==> src/rtl/rotate_nbit_seq.sv <==
// Sequenced N-bit rotate register: parallel load plus a rotate of `amount` positions in either direction.
// Optional macro ROTATE_BARREL_EN replaces the serial one-bit-per-edge rotate with a single-edge barrel rotate.
module rotate_nbit_seq #(
  parameter int WIDTH = 8,
  parameter int AMT_W = 3
) (
  input  logic             clk,
  input  logic             reset_n,
  input  logic             load,
  input  logic [WIDTH-1:0] data_in,
  input  logic             start,
  input  logic             dir,
  input  logic [AMT_W-1:0] amount,
  output logic [WIDTH-1:0] data_out,
  output logic             busy,
  output logic             done
);

  // state | meaning
  // IDLE  | accepting load/start; data_out held otherwise
  // ROT   | rotation in progress; all request inputs ignored

  typedef enum logic {IDLE, ROT} state_t;

  state_t           state, state_nxt;
  logic [WIDTH-1:0] data_nxt;
  logic [AMT_W-1:0] cnt, cnt_nxt;
  logic             dir_q, dir_nxt;
  logic             done_nxt;

`ifdef ROTATE_BARREL_EN
  // dir: 1 = left, 0 = right; s must already be reduced below WIDTH
  function automatic logic [WIDTH-1:0] rot_n(input logic [WIDTH-1:0] d, input logic left,
                                             input int unsigned s);
    logic [2*WIDTH-1:0] tmp;
    tmp = {d, d};
    if (left) begin
      tmp = tmp << s;
      return tmp[2*WIDTH-1:WIDTH];
    end
    tmp = tmp >> s;
    return tmp[WIDTH-1:0];
  endfunction
`else
  function automatic logic [WIDTH-1:0] rot1(input logic [WIDTH-1:0] d, input logic left);
    return left ? {d[WIDTH-2:0], d[WIDTH-1]} : {d[0], d[WIDTH-1:1]};
  endfunction
`endif

  always_ff @(posedge clk or negedge reset_n) begin
    if (!reset_n) begin
      state    <= IDLE;
      data_out <= '0;
      cnt      <= '0;
      dir_q    <= 1'b0;
      done     <= 1'b0;
    end else begin
      state    <= state_nxt;
      data_out <= data_nxt;
      cnt      <= cnt_nxt;
      dir_q    <= dir_nxt;
      done     <= done_nxt;
    end
  end

  always_comb begin
    state_nxt = state;
    data_nxt  = data_out;
    cnt_nxt   = cnt;
    dir_nxt   = dir_q;
    done_nxt  = 1'b0;
    case (state)
      IDLE: begin
        if (load) begin
          data_nxt = data_in;
        end else if (start) begin
          if (amount == '0) begin
            done_nxt = 1'b1;
          end else begin
            cnt_nxt   = amount;
            dir_nxt   = dir;
            state_nxt = ROT;
          end
        end
      end
      ROT: begin
`ifdef ROTATE_BARREL_EN
        data_nxt  = rot_n(data_out, dir_q, int'(cnt) % WIDTH);
        cnt_nxt   = '0;
        state_nxt = IDLE;
        done_nxt  = 1'b1;
`else
        data_nxt = rot1(data_out, dir_q);
        cnt_nxt  = cnt - AMT_W'(1);
        // terminal count: this edge performs the last rotate
        if (cnt == AMT_W'(1)) begin
          state_nxt = IDLE;
          done_nxt  = 1'b1;
        end
`endif
      end
      default: state_nxt = IDLE;
    endcase
  end

  assign busy = (state == ROT);

endmodule

==> config.mk <==
export PLATFORM = sky130hd
export DESIGN_NAME = rotate_nbit_seq
export DESIGN_NICKNAME = d
export VERILOG_FILES = /design/src/rtl/rotate_nbit_seq.sv
export SDC_FILE = /design/constraint.sdc
export NUM_CORES = 1
export LEC_CHECK = 0
export BUFFER_PORTS_ARGS = -buffer_cell sky130_fd_sc_hd__buf_2
export CAP_MARGIN = 20
export CORE_MARGIN = 2
export CORE_UTILIZATION = 48
export DETAILED_ROUTE_END_ITERATION = 10
export MAX_ROUTING_LAYER = met4
export PLACE_DENSITY = 0.85
export SETUP_SLACK_MARGIN = 0.2
export SLEW_MARGIN = 25
export SYNTH_ARGS = -nofsm -noshare
export SYNTH_HDL_FRONTEND = slang
export SYNTH_SLANG_ARGS = --single-unit
==> constraint.sdc <==
create_clock -name clk -period 1.35 [get_ports clk]
set_clock_uncertainty 0.15 [all_clocks]
set_input_delay 0.27 -clock clk [delete_from_list [all_inputs] [get_ports clk]]
set_output_delay 0.27 -clock clk [all_outputs]
set_load 0.1 [all_outputs]
==> results of run 1 <==
## sequential cells by signal, summed over array words and instances, names as in the netlist
register / flops
cnt: 3
dir_q: 1
done: 1
data_out: 8
busy: 1
## worst max path at each step
stage / endpoint / depth (start not counted) / startpoint
floorplan: dir_q$_DFFE_PN0P_ / 2 / busy$_DFF_PN0_
global placement: dir_q$_DFFE_PN0P_ / 4 / amount[1]
detailed placement: data_out[5]$_DFFE_PN0P_ / 5 / load
CTS: busy / 1 / busy$_DFF_PN0_
global route: busy / 1 / busy$_DFF_PN0_
finish: busy / 1 / busy$_DFF_PN0_
## cell families after synthesis
family	after synthesis	synth area share, %
AND/OR/NAND/NOR	16	14.6
XOR/XNOR	1	1.10
multiplexers	9	12.0
buffers and inverters	7	4.09
AO/OA/AOI/OAI	27	20.9
flip-flops	14	44.1
adder cells (fa/ha/maj)	2	3.15
## area by class of cell
| cell class | instances | area (um2) |
|---|---|---|
| timing repair buffer | 44 | 452 |
| tap | 16 | 20.0 |
| fill | 58 | 126 |
| clock buffer | 4 | 36.3 |
| inverter | 3 | 11.3 |
| multi-input combinational | 55 | 497 |
| sequential | 14 | 382 |
## per-stage QoR
| stage | instance area, um2 | worst slack (ns) | hold WS [ns] |
|---|---|---|---|
| after floorplan | 840 | -0.0321 | -0.176 |
| after global placement | 1140 | 0.0158 | 0.0307 |
| after detailed placement | 1140 | -0.0130 | 0.0305 |
| after CTS | 1360 | -0.0449 | 0.0697 |
| after global routing | 1400 | -0.0734 | 0.0674 |
| final | 1400 | -0.0560 | 0.0721 |
## worst register-to-register path, cell delays in order (launching register included)
cell and delay, ns:
dfrtp_4 0.52, buf_6 0.14, nor3_4 0.13, mux2_4 0.31
## layer usage
metal / GRT usage [%] / vias up
li1: - / 363
met1: 41.3 / 410
met2: 49.3 / 65
met3: 5.71 / 22
met4: 18.8 / 0
met5: - / -
## cells in the final DEF (no fill, tap or decap), drive strengths merged, types with 3 or more instances in the layout
cell type	instances
a211oi	8
inv	3
clkbuf	4
dfrtp	14
mux2i	8
o21ai	4
buf	43
nor2b	3
a21oi	11
and2b	6
## repair_timing
item,4_1_cts,5_1_grt
resized for setup,18,9
endpoints found under the hold margin,14,0
buffers inserted,14,0
hold buffers,1,0
setup endpoints to repair,22,24
pin swaps,3,4
==> key figures, run 1 <==
Hold path
  – Hold Path End: dir_q$_DFFE_PN0P_
  – Worst min path class: input port to flip-flop
  – Hold_sp: dir
  – Worst hold stages: 2

CTS
  – Root Driver: clkbuf_4
  – CTS Buf Count: 3
  – CTS sink cnt: 14
  – Worst-path clk slew: ~0.09 ns
  – H-tree depth: 1
  – CTS tree: yes
  – CTS max path bufs: 2
  – Worst-Skew Late Latency: 0.28 ns

STA
  – Setup ws final: -0.0560 ns
  – F_max: 711 MHz
  – # setup viols final: 9
  – TNS Setup: -0.302 ns
  – Fin crit period: 1.41 ns
  – Slew @ Worst Pin: 0.377 ns
  – Fin. max-slew vios: 0
  – Period utilisation layout: 104%
  – RSZ-0062 raised after global routing: yes
  – Headroom to the max-slew limit: 74.8%
  – Final hold viol count: 0

GRT
  – Vias in the first global route: 852
  – GRT Total Usage: 32.8%
  – Antenna violations before repair: 0
  – Largest net degree at the start of global routing: 18
  – First-pass GRT wire length: 4.33 mm
  – GRT Residual Overflow: 0

Synth
  – Cell taking the most area after synthesis: dfrtp_1
  – Post-synth EDFFs: 0
  – Synth unique cells: 22
  – Syn_nets: 94
  – Share of flip-flops with an asynchronous set or reset: 100%
  – Seq cells post-synth: 14
  – Yosys top cell area share: between 40 and 50%
  – Synth Flop Type: dfrtp_1
  – Syn avg cell area: 10.5 um2
  – Top post-synthesis cells by area: dfrtp_1 44%, mux2i_1 10%, a211oi_1 7.6%
  – Most common cell in the synthesized netlist: dfrtp_1
  – Post-Syn Area: 795 um2
  – Syn. warnings: 0
  – Post-synthesis cell count: 76
  – Synth cell count leaders: 14 x dfrtp_1, 11 x a21oi_1, 8 x a211oi_1, 8 x mux2i_1, 6 x and2b_1
  – Post-synthesis sequential area ratio: 44.1%

Critical path
  – WP buf/inv: 1
  – Worst Path Arrival: 0.99 ns
  – Cell-by-cell trace of the critical path: buf_12
  – Setup CP Type: flip-flop to primary output
  – Reg2reg end: dir_q$_DFFE_PN0P_
  – CP max stage delay: 0.52 ns
  – Critical path's slowest cell: dfrtp_4
  – Worst setup SP type: flip-flop
  – Crit end category: primary output
  – Family with the most delay on the worst path: flip-flops
  – Critical path fanouts, max: 4
  – Critical Path RT: 0.93 ns
  – Reg-to-reg startpoint: busy$_DFF_PN0_
  – R2r worst-path depth: 3
  – Setup slack, reg-to-reg: -0.01 ns

Drt
  – M1 WL: 1.06 mm
  – Remaining DRCs: 0
  – WL/cell: between 20 and 25 um
  – Initial DRT Pass Iterations: 4
  – Routed Antenna Nets: 0
  – Wirelength, routed: 2.77 mm
  – DR iter-0 viols: between 60 and 70
  – Met2 wire length: 1.37 mm
  – Top Metal Used: met4
  – Vias: 860
  – Vias per inst: 6.32
  – DR WL met3: 214 um

Layout
  – Final nets: 139
  – Core Util, Final: just over 90%
  – Area growth from synthesis to layout: 75.9%
  – Share of cells above drive strength 1: 63.3%
  – Post-Layout Cell Count: ~140
  – ANT cells: 0

Job
  – Max cap viols: 0

Die
  – Starting Density: 52.1%
  – FP Rows: 14
  – Core box area: 1520 um2
  – Die width: 44.7 um
  – Die height: roughly 45 um
  – Die ar.: 2000 um2
  – I/O pin cnt: 26

Placed design
  – Placed Cells incl. Taps: 117
  – Routability congestion estimate: slightly below 1
  – Hpwl dp: 1.41 mm
  – Count of input and output buffers: 25

Status
  – Failing checks: negative setup slack
  – Outcome: complete, but fails checks
Power of run 1 is not shown: default switching activity piles up to over one toggle a cycle in this logic, so the estimate is an artifact.
==> run 2, diff against run 1 <==
--- a/config.mk
+++ b/config.mk
@@ -8,10 +8,11 @@
 export BUFFER_PORTS_ARGS = -buffer_cell sky130_fd_sc_hd__buf_2
 export CAP_MARGIN = 20
 export CORE_MARGIN = 2
-export CORE_UTILIZATION = 48
+export CORE_UTILIZATION = 51
+export CTS_BUF_LIST = sky130_fd_sc_hd__clkbuf_2 sky130_fd_sc_hd__clkbuf_4 sky130_fd_sc_hd__clkbuf_8
 export DETAILED_ROUTE_END_ITERATION = 10
 export MAX_ROUTING_LAYER = met4
-export PLACE_DENSITY = 0.85
+export PLACE_DENSITY_LB_ADDON = 0.2
 export SETUP_SLACK_MARGIN = 0.2
 export SLEW_MARGIN = 25
 export SYNTH_ARGS = -nofsm -noshare
==> run 2 against run 1 <==
Net effect:
- the flow still finishes with violations (negative setup slack)
- die area down 5.4%
- via count is 4.1% lower
- sequential share of layout area is 0.26 points higher
- design area fell by 1.3%
- largest cell class unchanged
==> key figures, run 2 (synthesis gave the netlist of run 1 again) <==
STA
  – Period utilisation layout: 106%
  – Fin. max-slew vios: 0
  – Fin crit period: 1.43 ns
  – # setup viols final: 10
  – F_max: 697 MHz
  – Setup ws final: -0.0849 ns
  – RSZ-0062 raised after global routing: yes
  – Final hold viol count: 0
  – Slew @ Worst Pin: 0.478 ns
  – Headroom to the max-slew limit: around two thirds

Critical path
  – Worst setup SP type: flip-flop
  – Crit end category: flip-flop
  – Setup CP Type: flip-flop to flip-flop
  – Critical path fanouts, max: 4
  – R2r worst-path depth: 3
  – Setup slack, reg-to-reg: -0.08 ns
  – Worst Path Arrival: 1.46 ns
  – Critical Path RT: 1.38 ns

CTS
  – Root Driver: clkbuf_4
  – H-tree depth: 1
  – Worst-Skew Late Latency: 0.29 ns
  – CTS sink cnt: 14
  – CTS Buf Count: 3
  – CTS max path bufs: 2
  – CTS tree: yes
  – Worst-path clk slew: 0.09 ns

Placed design
  – Placed cell area: ~1100 um2
  – Hpwl dp: 1.34 mm
  – Routability congestion estimate: 0.962
  – Count of input and output buffers: 25

Drt
  – Vias: 825
  – M1 WL: 995 um
  – DR iter-0 viols: 9
  – Routed Antenna Nets: 0
  – Wirelength, routed: 2.68 mm
  – WL/cell: about 20 um
  – DR WL met3: 173 um
  – Met2 wire length: 1.43 mm
  – Remaining DRCs: 0
  – Top Metal Used: met4
  – Initial DRT Pass Iterations: 4
  – Vias per inst: ~6.1

Layout
  – Share of cells above drive strength 1: ~62%
  – Post-route cell area: 1380 um2
  – Final nets: 139
  – Core Util, Final: between 90% and 100%
  – Commonest non-fill, non-tap cell in the layout: buf_2
  – Max FFs per register: 8
  – ANT cells: 0
  – Area growth from synthesis to layout: 73.7%
  – Biggest regs: data_out x8, cnt x3
  – Most frequent cells in the layout: 15 x buf_2, 13 x buf_4, 11 x buf_12, 8 x mux2i_1, 8 x a21oi_1
  – Reg with most FFs: data_out
  – Fillcell total: 50

Die
  – Die width: 43.5 um
  – Core box area: 1490 um2
  – I/O pin cnt: 26
  – Die ar.: about 1900 um2
  – FP Rows: 14
  – Die height: 43.5 um
  – Starting Density: 53.4%

Hold path
  – Worst min path class: input port to flip-flop
  – Worst hold stages: 2

GRT
  – GRT Residual Overflow: 0
  – Largest net degree at the start of global routing: 18
  – GRT Total Usage: ~30%
  – First-pass GRT wire length: 3.99 mm
  – Vias in the first global route: 859
  – Antenna violations before repair: 0

Status
  – Failing checks: negative setup slack
  – Outcome: complete, but fails checks

Job
  – Max cap viols: 0
-- run 2: cell counts in the layout (fill, tap and decap cells not counted) --
No cell type changed its count.
-- run 2: stage by stage --
stage | cells | setup TNS [ns] | worst slack [ns] | hold WS [ns]
detailed placement | 117 | -0.0156 | -0.0156 | 0.0303
finish | 136 | -0.430 | -0.0849 | 0.0956
floorplan | 76 | -0.0321 | -0.0321 | -0.176
CTS | 135 | -0.272 | -0.0431 | 0.0686
global placement | 117 | 0 | 0.0163 | 0.0319
global route | 136 | -0.652 | -0.0975 | 0.0918
-- run 2: cell type report --
type | count | area [um2] | area share [%]
Tap cell | 16 | 20.0 | 1.45
Timing Repair Buffer | 44 | 448 | 32.5
Inverter | 3 | 11.3 | 0.816
Sequential cell | 14 | 380 | 27.6
Clock buffer | 4 | 30.0 | 2.18
Multi-Input combinational cell | 55 | 490 | 35.5
-- run 2: metal layers --
layer / up-vias / global-route usage (%)
met5: - / -
met4: 0 / 14.5
met3: 8 / 10.4
met2: 42 / 50.1
met1: 408 / 33.2
li1: 367 / -
-- run 2: worst max-delay path: stages (launching register included) --
cell and delay [ns]:
dfrtp_4 0.52, buf_4 0.15, nor3_4 0.18, mux2_4 0.33
-- run 2: timing repair --
item / 4_1_cts / 5_1_grt
endpoints found under the hold margin: 14 / 0
setup endpoints to repair: 23 / 24
pin swaps: 1 / 1
setup buffers: 13 / 1
resized for setup: 17 / 5
hold buffers: 1 / 0
-- run 2: worst paths after layout --
path / startpoint / endpoint
worst max register to register: busy$_DFF_PN0_ / dir_q$_DFFE_PN0P_
worst max-delay path: busy$_DFF_PN0_ / dir_q$_DFFE_PN0P_
max in group asynchronous: reset_n / data_out[1]$_DFFE_PN0P_
worst min register to register: cnt[0]$_DFFE_PN0P_ / cnt[0]$_DFFE_PN0P_
worst min-delay path: dir / dir_q$_DFFE_PN0P_
min in group asynchronous: reset_n / busy$_DFF_PN0_
Power of run 2 is left out for the same reason.
==> run 3, diff against run 2 <==
--- a/config.mk
+++ b/config.mk
@@ -7,7 +7,7 @@
 export LEC_CHECK = 0
 export BUFFER_PORTS_ARGS = -buffer_cell sky130_fd_sc_hd__buf_2
 export CAP_MARGIN = 20
-export CORE_MARGIN = 2
+export CORE_MARGIN = 1.5
 export CORE_UTILIZATION = 51
 export CTS_BUF_LIST = sky130_fd_sc_hd__clkbuf_2 sky130_fd_sc_hd__clkbuf_4 sky130_fd_sc_hd__clkbuf_8
 export DETAILED_ROUTE_END_ITERATION = 10
==> run 3 against run 2 <==
Net effect:
- the flow still finishes with violations (negative setup slack)
- critical path depth decreased by 2
- fmax grew 2.4%
- hold slack better by 0.0051 ns
- non-clock buffer count stayed put
- highest routed layer unchanged
- core utilization grew 0.76 points
- via count is 0.97% higher
- critical endpoint is now busy
- first-iteration DRC count increased by 100%
- wire length down 7.4%
- worst setup slack gained 0.033 ns
- design area increased by 0.82%
- sequential share of layout area decreased by 0.22 points
- clock-buffer cell count stayed put
==> key figures, run 3 (synthesis gave the netlist of run 1 again) <==
Critical path
  – Cell-by-cell trace of the critical path: buf_12
  – Setup slack, reg-to-reg: -0.04 ns
  – Critical Path RT: around 0.93 ns
  – Worst setup SP type: flip-flop
  – Reg-to-reg startpoint: busy$_DFF_PN0_
  – Worst Path Arrival: roughly 1 ns
  – Setup CP Type: flip-flop to primary output
  – Critical path fanouts, max: 4
  – Reg2reg end: dir_q$_DFFE_PN0P_
  – Crit end category: primary output
  – CP max stage delay: 0.52 ns
  – Critical path's slowest cell: dfrtp_4
  – R2r worst-path depth: 3
  – WP buf/inv: 1
  – Family with the most delay on the worst path: flip-flops
  – Worst path depth: 1

CTS
  – Worst-Skew Late Latency: about 0.28 ns
  – H-tree depth: 1
  – Root Driver: clkbuf_4
  – CTS Buf Count: 3
  – Worst-path clk slew: 0.08 ns
  – CTS tree: yes
  – CTS max path bufs: 2
  – CTS sink cnt: 14

Drt
  – Met2 wire length: 1.27 mm
  – Initial DRT Pass Iterations: 4
  – Remaining DRCs: 0
  – M1 WL: 1.01 mm
  – DR iter-0 viols: 18
  – DR WL met3: 141 um
  – Vias: 833
  – Top Metal Used: met4
  – Wirelength, routed: 2.48 mm
  – Routed Antenna Nets: 0
  – WL/cell: approximately 18 um
  – Vias per inst: 6.13

STA
  – Slew @ Worst Pin: 0.478 ns
  – Setup ws final: -0.0516 ns
  – Fin. max-slew vios: 0
  – F_max: 713 MHz
  – Minimum hold slack: roughly 0.1 ns
  – Period utilisation layout: 104%
  – RSZ-0062 raised after global routing: yes
  – Headroom to the max-slew limit: 68.1%
  – TNS Setup: -0.333 ns
  – # setup viols final: 12
  – Fin crit period: 1.40 ns
  – Final hold viol count: 0

Die
  – Die width: between 40 and 50 um
  – Core box area: 1490 um2
  – Die height: 42.5 um
  – Die ar.: 1800 um2
  – FP Rows: 14
  – Starting Density: between 50% and 60%
  – I/O pin cnt: 26

Hold path
  – Worst hold stages: 2
  – Worst min path class: input port to flip-flop
  – Hold Path End: dir_q$_DFFE_PN0P_
  – Hold_sp: dir

Status
  – Outcome: complete, but fails checks
  – Failing checks: negative setup slack

Layout
  – Share of cells above drive strength 1: 61.7%
  – Most frequent cells in the layout: 15 x buf_2, 14 x buf_4, 12 x buf_12, 8 x mux2i_1, 8 x a21oi_1
  – Biggest regs: data_out x8, cnt x3
  – Commonest non-fill, non-tap cell in the layout: buf_2
  – ANT cells: 0
  – Reg with most FFs: data_out
  – Final nets: 139
  – Area growth from synthesis to layout: 75.1%
  – Post-Layout Cell Count: between 100 and 150
  – Max FFs per register: 8

GRT
  – Antenna violations before repair: 0
  – GRT Residual Overflow: 0
  – GRT Total Usage: roughly a third
  – Vias in the first global route: approximately 860
  – First-pass GRT wire length: 4.04 mm
  – Largest net degree at the start of global routing: 17

Job
  – Max cap viols: 0

Placed design
  – Placed Cells incl. Taps: between 100 and 150
  – Hpwl dp: 1.41 mm
  – Count of input and output buffers: 25
  – Routability congestion estimate: 0.954
[run 3: cell count changes in the layout (fill, tap and decap cells not counted), moves of 2 or more]
cell / change
a211oi_2: -2
o21ai_1: +2
a211oi_4: +2
buf_6: -2
[run 3: how the worst max path moves through the flow]
| stage | to | slack [ns] | start |
|---|---|---|---|
| global route | busy | -0.08 | busy$_DFF_PN0_ |
| finish | busy | -0.05 | busy$_DFF_PN0_ |
| detailed placement | dir_q$_DFFE_PN0P_ | -0.02 | amount[1] |
| floorplan | dir_q$_DFFE_PN0P_ | -0.03 | busy$_DFF_PN0_ |
| CTS | busy | -0.05 | busy$_DFF_PN0_ |
| global placement | dir_q$_DFFE_PN0P_ | 0.02 | amount[1] |
[run 3: stage by stage]
stage / util (%) / worst slack [ns] / cell area [um2]
after floorplan: - / -0.0321 / 840
after global placement: 76.6 / 0.0177 / 1140
after detailed placement: 76.6 / -0.0235 / 1140
after CTS: 90.4 / -0.0477 / 1350
after global routing: 93.4 / -0.0752 / 1390
final: 93.4 / -0.0516 / 1390
[run 3: cell type report]
type	instances	area (um2)
multi-input cells	55	497
repair buffers	44	453
flip-flops and latches	14	380
fillers	53	97.6
clock buffers	4	30.0
well taps	16	20.0
inverters	3	11.3
[run 3: metal layers]
layer,vias to the layer above,global-route usage (%)
met2,46,50.2
li1,361,-
met5,-,-
met4,0,9.38
met1,415,41.3
met3,11,5.60
[run 3: what timing repair did]
item	4_1_cts	5_1_grt
gates resized for setup	16	7
pin swaps	1	1
hold endpoints to repair	14	0
hold buffers	1	0
endpoints found under the setup margin	22	24
gates cloned	0	0
buffers inserted	12	2
Power of run 3 is left out for the same reason.
